## src/rtl/chan_mean_pkg.sv

```systemverilog
// Shared constants and FSM state type for the per-channel running-mean engine.
package chan_mean_pkg;

    localparam int unsigned NUM_CHANNELS = 7;
    localparam int unsigned SAMPLE_BITS  = 8;
    localparam int unsigned WINDOW       = 10;
    localparam int unsigned SUM_BITS     = SAMPLE_BITS + 4;
    localparam int unsigned FILL_BITS    = 4;
    localparam int unsigned CHAN_BITS    = 3;

    typedef enum logic [1:0] {
        ST_IDLE   = 2'd0,
        ST_UPDATE = 2'd1,
        ST_DIV    = 2'd2,
        ST_OUT    = 2'd3
    } state_t;

endpackage

```

## src/rtl/seq_divider.sv

```systemverilog
// Restoring divider, one quotient bit per clock.
//   start     : load dividend/divisor (ignored while busy is not checked; caller sequences it)
//   dividend  : DIVIDEND_BITS numerator
//   divisor   : DIVISOR_BITS denominator, must be nonzero
//   done      : one-cycle pulse after the last quotient bit is produced
//   quotient  : low QUO_BITS of the quotient, valid from done until next start
//   remainder : remainder, valid from done until next start
module seq_divider #(
    parameter int unsigned DIVIDEND_BITS = 12,
    parameter int unsigned DIVISOR_BITS  = 4,
    parameter int unsigned QUO_BITS      = 8
) (
    input  logic                     clk,
    input  logic                     reset,
    input  logic                     start,
    input  logic [DIVIDEND_BITS-1:0] dividend,
    input  logic [DIVISOR_BITS-1:0]  divisor,
    output logic                     done,
    output logic [QUO_BITS-1:0]      quotient,
    output logic [DIVISOR_BITS-1:0]  remainder
);

    localparam int unsigned CNT_W = $clog2(DIVIDEND_BITS + 1);

    // quo_q starts as the dividend and shifts left; quotient bits enter at the bottom
    logic [DIVIDEND_BITS-1:0] quo_q;
    logic [DIVISOR_BITS-1:0]  rem_q;
    logic [DIVISOR_BITS-1:0]  divisor_q;
    logic [CNT_W-1:0]         count_q;
    logic [DIVISOR_BITS:0]    partial_c;
    logic                     fits_c;

    // Trial subtraction for the current bit
    always_comb begin
        partial_c = {rem_q, quo_q[DIVIDEND_BITS-1]};
        fits_c    = partial_c >= {1'b0, divisor_q};
    end

    always_ff @(posedge clk) begin
        if (reset) begin
            quo_q     <= '0;
            rem_q     <= '0;
            divisor_q <= '0;
            count_q   <= '0;
            done      <= 1'b0;
        end else begin
            done <= 1'b0;
            if (start) begin
                quo_q     <= dividend;
                rem_q     <= '0;
                divisor_q <= divisor;
                count_q   <= CNT_W'(DIVIDEND_BITS);
            end else if (count_q != '0) begin
                quo_q   <= {quo_q[DIVIDEND_BITS-2:0], fits_c};
                rem_q   <= fits_c ? DIVISOR_BITS'(partial_c - {1'b0, divisor_q})
                                  : DIVISOR_BITS'(partial_c);
                count_q <= count_q - CNT_W'(1);
                if (count_q == CNT_W'(1)) begin
                    done <= 1'b1;
                end
            end
        end
    end

    assign quotient  = quo_q[QUO_BITS-1:0];
    assign remainder = rem_q;

endmodule

```

## src/rtl/channel_mean_engine.sv

```systemverilog
// Per-channel sliding-window mean: keeps a running sum and fill count for each
// channel, updates it with one entering/evicted sample pair, then divides.
//   in_valid/in_ready/in_chan/in_new/in_old : sample input handshake
//   out_valid/out_ready                      : result handshake
//   out_chan/out_mean/out_rem/out_warm       : result payload, stable while out_valid
//   err_chan                                 : one-cycle pulse on an out-of-range channel
module channel_mean_engine #(
    parameter int unsigned NUM_CHANNELS = chan_mean_pkg::NUM_CHANNELS,
    parameter int unsigned SAMPLE_BITS  = chan_mean_pkg::SAMPLE_BITS,
    parameter int unsigned WINDOW       = chan_mean_pkg::WINDOW
) (
    input  logic                   clk,
    input  logic                   reset,
    input  logic                   in_valid,
    output logic                   in_ready,
    input  logic [2:0]             in_chan,
    input  logic [SAMPLE_BITS-1:0] in_new,
    input  logic [SAMPLE_BITS-1:0] in_old,
    output logic                   out_valid,
    input  logic                   out_ready,
    output logic [2:0]             out_chan,
    output logic [SAMPLE_BITS-1:0] out_mean,
    output logic [3:0]             out_rem,
    output logic                   out_warm,
    output logic                   err_chan
);

    import chan_mean_pkg::*;

    localparam int unsigned SUM_W  = SAMPLE_BITS + 4;
    localparam int unsigned FILL_W = 4;

    state_t                   state;
    logic [2:0]               chan_q;
    logic [SAMPLE_BITS-1:0]   new_q;
    logic [SAMPLE_BITS-1:0]   old_q;
    logic                     warm_q;

    logic [SUM_W-1:0]         sum_mem  [NUM_CHANNELS];
    logic [FILL_W-1:0]        fill_mem [NUM_CHANNELS];

    logic [SUM_W-1:0]         cur_sum_c;
    logic [FILL_W-1:0]        cur_fill_c;
    logic                     full_c;
    logic [SUM_W-1:0]         new_sum_c;
    logic [FILL_W-1:0]        new_fill_c;
    logic                     div_start_c;

    logic                     div_done;
    logic [SAMPLE_BITS-1:0]   div_quo;
    logic [FILL_W-1:0]        div_rem;

    // Window update for the latched channel; the evicted sample only counts once full
    always_comb begin
        cur_sum_c   = sum_mem[chan_q];
        cur_fill_c  = fill_mem[chan_q];
        full_c      = (cur_fill_c == FILL_W'(WINDOW));
        new_sum_c   = cur_sum_c + SUM_W'(new_q) - (full_c ? SUM_W'(old_q) : '0);
        new_fill_c  = full_c ? cur_fill_c : cur_fill_c + FILL_W'(1);
        div_start_c = (state == ST_UPDATE);
    end

    // Divider is loaded on the UPDATE edge with the same values written to storage
    seq_divider #(
        .DIVIDEND_BITS (SUM_W),
        .DIVISOR_BITS  (FILL_W),
        .QUO_BITS      (SAMPLE_BITS)
    ) u_div (
        .clk       (clk),
        .reset     (reset),
        .start     (div_start_c),
        .dividend  (new_sum_c),
        .divisor   (new_fill_c),
        .done      (div_done),
        .quotient  (div_quo),
        .remainder (div_rem)
    );

    // Control FSM, per-channel storage and registered outputs
    always_ff @(posedge clk) begin
        if (reset) begin
            state     <= ST_IDLE;
            in_ready  <= 1'b0;
            chan_q    <= '0;
            new_q     <= '0;
            old_q     <= '0;
            warm_q    <= 1'b0;
            out_valid <= 1'b0;
            out_chan  <= '0;
            out_mean  <= '0;
            out_rem   <= '0;
            out_warm  <= 1'b0;
            err_chan  <= 1'b0;
            for (int unsigned i = 0; i < NUM_CHANNELS; i++) begin
                sum_mem[i]  <= '0;
                fill_mem[i] <= '0;
            end
        end else begin
            err_chan <= 1'b0;
            case (state)
                ST_IDLE: begin
                    in_ready <= 1'b1;
                    if (in_valid && in_ready) begin
                        if (32'(in_chan) < NUM_CHANNELS) begin
                            chan_q   <= in_chan;
                            new_q    <= in_new;
                            old_q    <= in_old;
                            in_ready <= 1'b0;
                            state    <= ST_UPDATE;
                        end else begin
                            err_chan <= 1'b1;
                        end
                    end
                end
                ST_UPDATE: begin
                    sum_mem[chan_q]  <= new_sum_c;
                    fill_mem[chan_q] <= new_fill_c;
                    warm_q           <= (new_fill_c == FILL_W'(WINDOW));
                    state            <= ST_DIV;
                end
                ST_DIV: begin
                    if (div_done) begin
                        out_valid <= 1'b1;
                        out_chan  <= chan_q;
                        out_mean  <= div_quo;
                        out_rem   <= div_rem;
                        out_warm  <= warm_q;
                        state     <= ST_OUT;
                    end
                end
                ST_OUT: begin
                    if (out_ready) begin
                        out_valid <= 1'b0;
                        out_chan  <= '0;
                        out_mean  <= '0;
                        out_rem   <= '0;
                        out_warm  <= 1'b0;
                        in_ready  <= 1'b1;
                        state     <= ST_IDLE;
                    end
                end
                default: begin
                    state <= ST_IDLE;
                end
            endcase
        end
    end

endmodule

```

## config.mk

```make
export PLATFORM = sky130hd
export DESIGN_NAME = channel_mean_engine
export DESIGN_NICKNAME = d
export VERILOG_FILES = /design/src/rtl/chan_mean_pkg.sv /design/src/rtl/seq_divider.sv /design/src/rtl/channel_mean_engine.sv
export SDC_FILE = /design/constraint.sdc
export NUM_CORES = 1
export LEC_CHECK = 0
export ABC_AREA = 1
export ABC_CLOCK_PERIOD_IN_PS = 5800
export BUFFER_PORTS_ARGS = -buffer_cell sky130_fd_sc_hd__buf_2
export CORE_ASPECT_RATIO = 0.6
export CORE_UTILIZATION = 30
export DETAILED_ROUTE_END_ITERATION = 10
export HOLD_SLACK_MARGIN = 0.12
export PLACE_DENSITY_LB_ADDON = 0.3
export RECOVER_POWER = 100
export SLEW_MARGIN = 20
export SYNTH_ARGS = -nofsm -noshare
export SYNTH_HDL_FRONTEND = slang
export SYNTH_SLANG_ARGS = --single-unit
```

## constraint.sdc

```tcl
create_clock -name clk -period 5.8 [get_ports clk]
set_input_delay 0.58 -clock clk [delete_from_list [all_inputs] [get_ports clk]]
set_output_delay 0.58 -clock clk [all_outputs]
set_load 0.005 [all_outputs]
```

## After elaboration in Yosys (flattened, before gate mapping)

Memory sizes are Yosys's and may differ from the RTL's. A register that Yosys moved wholly into a read port is not among the register bits.
Index checks and enable logic that the tools add are counted.

| storage, ports and cells | value |
|---|---|
| flip-flop bits (word level) | 66 |
| RAM bits | 112 |
| input port bits | 23 |
| output and inout port bits | 19 |
| word-level logic and storage cells | 101 |
| memories | 2 |

Memory list:

| name | words | width | rd ports | clocked after memory_dff | wr ports | RTL line | source |
|---|---|---|---|---|---|---|---|
| sum_mem | 7 | 12 | 1 | 1 | 7 | channel_mean_engine.sv:39 | `logic [SUM_W-1:0] sum_mem [NUM_CHANNELS];` |
| fill_mem | 7 | 4 | 1 | 1 | 7 | channel_mean_engine.sv:40 | `logic [FILL_W-1:0] fill_mem [NUM_CHANNELS];` |

| cells by class | value |
|---|---|
| add/sub/neg operators | 5 |
| magnitude comparators | 2 |
| equality and inequality tests | 10 |
| multiplexer cells | 46 |
| bitwise logic cells | 3 |
| reductions and logical operators | 15 |

Operator list:

| cell | count |
|---|---|
| 12-bit 2-to-1 mux | 3 |
| 4-bit 2-to-1 mux | 7 |
| 3-bit 2-to-1 mux | 8 |
| 8-bit 2-to-1 mux | 3 |
| 8-bit case mux with 2 select lines | 1 |
| 1-bit 2-to-1 mux | 14 |
| 12-bit by 8-bit adder with 12-bit output | 1 |
| 12-bit OR reduction | 1 |
| 12-bit by 8-bit subtractor with 12-bit output | 1 |
| 4-bit equality test, second input constant | 2 |
| 2-bit 2-to-1 mux | 4 |
| 2-bit case mux with 4 select lines | 1 |
| 4-bit case mux with 2 select lines | 1 |
| 2-bit != test, second input constant | 3 |
| 1-bit case mux with 2 select lines | 3 |
| 3-bit case mux with 2 select lines | 1 |
| 3-bit AND reduction | 2 |
| 2-bit nonzero test | 3 |
| 3-bit OR reduction | 2 |
| 5-bit by 4-bit greater-or-equal comparator with 1-bit output | 1 |
| 4-bit by 1-bit adder with 4-bit output, second input constant | 1 |
| 2-bit equality test, second input constant | 2 |
| 4-bit by 1-bit equality test with 1-bit output, second input constant | 1 |
| 4-bit AND reduction | 1 |
| 12 further kinds | 14 |

## Depth between registers and ports, before layout

Gate-level depths: netlist of run 1.

| depth | value |
|---|---|
| depth in word-level cells | 6 |
| gate-level depth with buffers | 24 |
| mapped depth without buffers | 22 |

## Hierarchy

Synthesis of run 1 repeated with hierarchy kept, for this count alone.

| second synthesis, totals | value |
|---|---|
| cells, all modules | 1,129 |
| area, all modules | 9,664.3 µm² |

Modules (own cells, without submodules):

| module | times used | cells an instance | area each (µm²) | sequential area each (µm²) |
|---|---|---|---|---|
| channel_mean_engine | 1 | 955 | 8,376.8 | 4,564.4 |
| seq_divider | 1 | 174 | 1,287.5 | 500.5 |

## Worst setup path before layout of run 1

OpenSTA, ideal clock, no wires.

| timing | value |
|---|---|
| kind | register to register |
| start point | register with a tool-made name |
| end point | memory sum_mem[5][6] (netlist bit), data pin |
| setup time | 0.262 ns |
| arrival | 3.121 ns |
| data required time | 5.538 ns |
| slack | 2.418 ns |
| cell stages (with the launch flop) | 21 |
| path buffers | 2 |
| period minus slack after synthesis | 3.382 ns |
| path through | dfxtp_1 inv_2 buf_4 nand2_1 nand3_1 nand3_1 nand2_1 ha_1 nand3_2 buf_4 nor2_1 fa_1 inv_1 fa_1 nand2_1 nand2_1 o21ai_0 o21ai_0 xor2_1 nand2_1 inv_1 |

RTL lines:

| item | RTL line |
|---|---|
| end: declaration | channel_mean_engine.sv:39 |

==> results.ini, run 1 <==
[clock_tree]
tritoncts=yes
cts_root_buf=clkbuf_16
clock_latency_ns=0.44
cts_made_buffers=17
holdBufCountCts=0
clk_transition_reported_paths_ns=0.07
post_cts_resized=0
htree_levels=4
clockBufferDepth=2
clkSinkCount=197
post_cts_buffers=0

[place]
globalplace.congestion=0.841
port_buffers=41
place_inst=1528
hpwl_um=17500

[timing]
finalHoldViolCount=0
max_freq_ghz=0.204
finalCritPeriodShare=0.846
rsz0062_at_grt=no
slew_headroom=-0.0259
final-setup-viol-count=0
final.setup.tns_ns=0
maxSlewViolCount=17
fin_skew_ns=0.00706
worst_pin_slew_ns=1.54
min_period_ns=4.91

[synth]
synth_edf_count=112
ys_types=37
synthesis.area_sq_um=9440
yosysWarningCount=0
yosys.area.top_type=edfxtp_1
avgSynthCellArea_sq_um=8.49
yosys-top-cells-area=edfxtp_1, dfxtp_1, nand2_1
post-synth-top-count-cell=nand2_1
syn_nets=1168
synth_cells=1112
async_flop_share=0
synthDominantCellAreaShare=0.356
netlist_top_cells_count=nand2_1, nor2_1, inv_1
seq_area_frac_synth=0.536
synth-seq-cells=197
synth_ff_type=edfxtp_1

[power]
worst_ir_drop_vdd_uv=216
p_leak_nw=4.30
power.density_nw_per_um2=495

[critical_path]
max_stage_delay_ns=0.87
cp.arrival_ns=5.09
path_buf_inv=7
worst_path_most_repeated_cell=inv_1
crit_path_end_kind=flip-flop
cp_max_fo=17
cpMaxStageDelayCell=clkbuf_1
cp-start-kind=flip-flop
crit_type=reg2reg
cpLargestDelayFamily=buffers and inverters
required_ns=5.98
crit_chain=inv_1, ha_1, clkbuf_1, inv_1, nor2_2, inv_1, nor2_1, inv_1, nand2_1, clkbuf_1, nand2_1, buf_4

[die]
dieArea_sq_um=32200
ios=42
fp.dieW_um=231
initial_core_util=0.310
coreArea_sq_um=30500
rows=49
die_h_um=139

[hold_path]
hp-class=in2reg

[final_layout]
drive_gt1_frac=0.0729
antenna_cells=0
fin_nets=1195
final_cell_count_no_fill=1560
syn2layout_area_growth_pct=12.0

[routing]
via_count=7438
drtIter0Drc=750
antenna_left=0
viasPerCell=4.77
totalWireLength_um=25600
route.detailed.drc=0
firstDrtPassIters=5
wl_per_cell_um=16.4

[status]
violations=capacitance limit, slew limit
outcome=finished with violations

[global_route]
grt_pass1_wl_um=40700
antenna_found_initial=0
grt_pass1_vias=7040
grt.overflow.total=0
grt_max_degree=55
gr-usage-all-layers=0.164

[job]
maxCapViolCount=1

layout make-up:
| type | instances | area, sq um |
|---|---|---|
| Clock buffer | 18 | 429 |
| Inverter | 159 | 597 |
| Clock inverter | 14 | 151 |
| Multi-Input combinational cell | 705 | 3530 |
| Fill cell | 3175 | 19900 |
| Sequential cell | 197 | 5060 |
| Tap cell | 408 | 510 |
| Timing Repair Buffer | 59 | 295 |
sequential cells by signal, summed over array words and instances, names as in the netlist, named ones only:
signal	flops
sum_mem	96
old_q	8
new_q	8
out_valid	1
in_ready	1
u_div.quo_q	12
u_div.divisor_q	4
out_mean	8
u_div.count_q	4
err_chan	1
fill_mem	32
out_chan	3
warm_q	1
out_rem	4
u_div.done	1
u_div.remainder	4
out_warm	1
state	2
chan_q	3
tightest hold or removal path: stages:
cell and delay [ns]:
buf_2 0.08, nor2_1 0.04, nor2_1 0.09
placed cells by master (no fill, tap or decap), drive strengths merged, types with 6 or more instances in the layout:
cell      netlist  layout
o21ai         100     100
xor2            6       6
nand3          76      76
o211ai         11      11
ha             24      24
a21oi          61      61
dfxtp          85      85
a31oi           6       6
o22ai          20      20
edfxtp        112     112
inv           159     163
fa              9       9
nor2          160     160
nand2         208     208
buf            22      42
clkinvlp        0       6
clkbuf         29      35
metal layers:
layer	global-route usage	wire, um	vias to the layer above	part of all wire
li1	-	-	3696	-
met1	0.258	13600	3520	0.53
met2	0.229	10300	205	0.40
met3	0.0318	1530	17	0.060
met4	0.0328	159	0	0.0062
met5	0	0	-	0
power by group:
part | switching, mW | internal (mW) | leakage, nW
logic | 1.53 | 0.665 | 2.19
clock network | 0.553 | 0.640 | 0.267
registers | 0.104 | 1.74 | 1.84
total | 2.19 | 3.05 | 4.30
worst paths after layout:
check,startpoint,end,slack [ns],cells after the start
setup / recovery,state[1],fill_mem[1][1],0.89,12
hold / removal,in_new[0],new_q[0],0.38,3
setup reg to reg,state[1],fill_mem[1][1],0.89,12
hold reg to reg,fill_mem[6][3],fill_mem[6][3],0.46,2
stage by stage:
| step | setup WS (ns) | cell area (sq um) | util | total power, mW | hold slack [ns] |
|---|---|---|---|---|---|
| after floorplan | 2.42 | 9440 | - | 3.44 | 0.423 |
| after global placement | 1.59 | 10100 | 0.330 | 4.04 | 0.438 |
| after detailed placement | 1.59 | 10100 | 0.330 | 4.06 | 0.449 |
| after CTS | 1.52 | 10600 | 0.349 | 5.26 | 0.370 |
| after global routing | 0.615 | 10600 | 0.347 | 5.62 | 0.395 |
| final | 0.892 | 10600 | 0.347 | 5.23 | 0.383 |
cell families (layout without fill, tap and decap cells):
| family | after synthesis | in the layout | synth area share |
|---|---|---|---|
| AND/OR/NAND/NOR | 458 | 458 | 0.198 |
| buffers and inverters | 210 | 250 | 0.0881 |
| AO/OA/AOI/OAI | 207 | 207 | 0.120 |
| flip-flops | 197 | 197 | 0.536 |
| adder cells (fa/ha/maj) | 33 | 33 | 0.0509 |
| XOR/XNOR | 7 | 7 | 0.00649 |
(Power assumes the default switching activity.)
==> run 2: changes to the inputs <==
ABC_CLOCK_PERIOD_IN_PS = 4900   (was 5800)
clock period = 4.9 ns   (was 5.8 ns; I/O delays follow)
==> results.ini, run 2 (synthesis results as in run 1) <==
[power]
p_int_mw=3.56  ; +17%
seq_power_share=0.355  ; +0.002
power.density_nw_per_um2=584  ; +18%
worst_ir_drop_vdd_uv=262  ; +21%
sw_frac_of_total=0.423  ; +0.00489
p_leak_nw=4.32  ; +0.65%
p_comb_frac=0.424  ; +0.005
total_power_mw=6.17  ; +18%
clock_power_share=0.221  ; -0.007
p_switching_mw=2.61  ; +19%

[final_layout]
final_common_cell=nand2_1
antenna_cells=0  ; unchanged
fin_nets=1199  ; +0.33%
reg_top3=sum_mem x96, fill_mem x32, u_div.quo_q x12
largest_register_ffs=96  ; unchanged
regMostFlops=sum_mem
drive_gt1_frac=0.0753  ; +0.00234
final_cell_mix=nand2_1, nor2_1, inv_1
syn2layout_area_growth_pct=12.0  ; about the same

[critical_path]
cp_max_fo=20  ; +3
required_ns=5.06  ; -0.92 ns
cpMaxStageDelayCell=dfxtp_2
cp-start-kind=flip-flop
max_stage_delay_ns=0.55  ; -0.32 ns
reg2reg_depth=20  ; +8
r2r_end=sum_mem[0][11]
r2r_setup_slack_ns=0.62  ; -0.28 ns
cp.arrival_ns=4.44  ; -0.65 ns
crit_chain=inv_2, nand2_1, nand3_1, nand2_1, nand2_1, nand2_1, ha_1, nand3_2, nor2_1, fa_1, inv_1, ha_1, a21oi_1, nand2_1, nand2_1, nand3_1, inv_1, nand2_1, nand3_1, nor2_1
crit_type=reg2reg
worst_path_most_repeated_cell=nand2_1
crit_path_end_kind=flip-flop

[die]
die_h_um=139  ; unchanged
dieArea_sq_um=32200  ; unchanged
coreArea_sq_um=30500  ; unchanged
ios=42  ; unchanged
fp.dieW_um=231  ; unchanged
rows=49  ; unchanged
initial_core_util=0.310  ; unchanged

[timing]
final.setup.tns_ns=0  ; unchanged
finalCritPeriodShare=0.874  ; +0.0283
slew_headroom=0.0452  ; +0.0711
worst_slack_ns=0.615  ; -0.277 ns
max_freq_ghz=0.233  ; +15%
finalHoldViolCount=0  ; unchanged
rsz0062_at_grt=no
min_period_ns=4.28  ; -0.623 ns
whs_ns=0.293  ; -0.0900 ns
maxSlewViolCount=0  ; -17
worst_pin_slew_ns=1.43  ; -0.107 ns
fin_skew_ns=0.0103  ; +0.00325 ns
final-setup-viol-count=0  ; unchanged

[place]
globalplace.congestion=0.888  ; +5.6%
place_ws_ns=0.728  ; -0.858 ns
hpwl_um=17600  ; +0.68%
port_buffers=41  ; unchanged

[hold_path]
hold_depth=3  ; unchanged
hp-class=in2reg
hold_end=new_q[0]
min-delay-start=in_new[0]

[job]
maxCapViolCount=0  ; -1

[global_route]
antenna_found_initial=0  ; unchanged
grt_max_degree=55  ; unchanged
gr-usage-all-layers=0.163  ; -0.00151
grt_pass1_wl_um=40400  ; -0.68%
grt_pass1_vias=7071  ; +0.44%
grt.overflow.total=0  ; unchanged

[routing]
drtIter0Drc=747  ; -0.40%
via_count=7443  ; +0.067%
viasPerCell=4.76  ; -0.19%
totalWireLength_um=25400  ; -0.95%
antenna_left=0  ; unchanged
firstDrtPassIters=5  ; unchanged
wl_per_cell_um=16.2  ; -1.2%
route.detailed.drc=0  ; unchanged

[clock_tree]
clockBufferDepth=2  ; unchanged
cts_root_buf=clkbuf_16
post_cts_resized=0  ; unchanged
clk_transition_reported_paths_ns=0.07  ; about the same
clock_latency_ns=0.45  ; about the same
holdBufCountCts=0  ; unchanged
cts_made_buffers=17  ; unchanged
htree_levels=4  ; unchanged
post_cts_buffers=0  ; unchanged
clkSinkCount=197  ; unchanged
tritoncts=yes

[status]
outcome=completed

-- run 2: cell types whose count changed in the layout (fill, tap and decap cells not counted), moves of 2 or more --
cell	before	now
buf_2	34	37
clkbuf_1	17	14
clkinv_1	0	3
clkinv_4	1	4
clkinvlp_4	4	1
buf_4	8	10
-- run 2: power by group through the flow --
stage / logic (mW) / registers (mW) / clock network, mW
CTS: 2.63 / 2.19 / 1.38
floorplan: 1.89 / 2.18 / 0
detailed placement: 2.60 / 2.22 / 0
finish: 2.62 / 2.19 / 1.36
global placement: 2.59 / 2.22 / 0
global route: 2.96 / 2.22 / 1.44
-- run 2: layout make-up --
class	instances	area, sq um
clock buffer	17	425
fill	3164	19900
multi-input combinational	705	3520
tap	408	510
clock inverter	15	129
inverter	159	597
sequential	197	5070
timing repair buffer	63	323
-- run 2: worst max-delay path by stage --
stage / from / depth (start not counted) / slack [ns] / to
floorplan: flip-flop / 20 / 1.52 / sum_mem[5][6]
global placement: flip-flop / 21 / 0.82 / sum_mem[3][10]
finish: flip-flop / 20 / 0.62 / sum_mem[0][11]
global route: flip-flop / 19 / 0.23 / sum_mem[2][11]
CTS: flip-flop / 21 / 0.68 / sum_mem[0][10]
detailed placement: flip-flop / 21 / 0.73 / sum_mem[0][10]
-- run 2: routing by layer --
| layer | wire length (um) | track usage | share of wire |
|---|---|---|---|
| met1 | 13800 | 0.257 | 0.54 |
| met5 | 0 | 0 | 0 |
| met3 | 1300 | 0.0311 | 0.051 |
| met4 | 243 | 0.0387 | 0.0096 |
| met2 | 10100 | 0.223 | 0.40 |
-- run 2: per-stage QoR --
stage / instances / util / area [sq um]
final: 1564 / 0.347 / 10600
after global routing: 1564 / 0.347 / 10600
after CTS: 1564 / 0.349 / 10600
after detailed placement: 1532 / 0.331 / 10100
after global placement: 1532 / 0.331 / 10100
after floorplan: 1112 / - / 9440
-- run 2: critical path: cells and delay by family (launching register included) --
kind | cells | cell delay (ns)
AND/OR/NAND/NOR | 13 | 1.82
AO/OA/AOI/OAI | 1 | 0.30
adder cells (fa/ha/maj) | 3 | 0.95
flip-flops | 1 | 0.55
buffers and inverters | 3 | 0.37
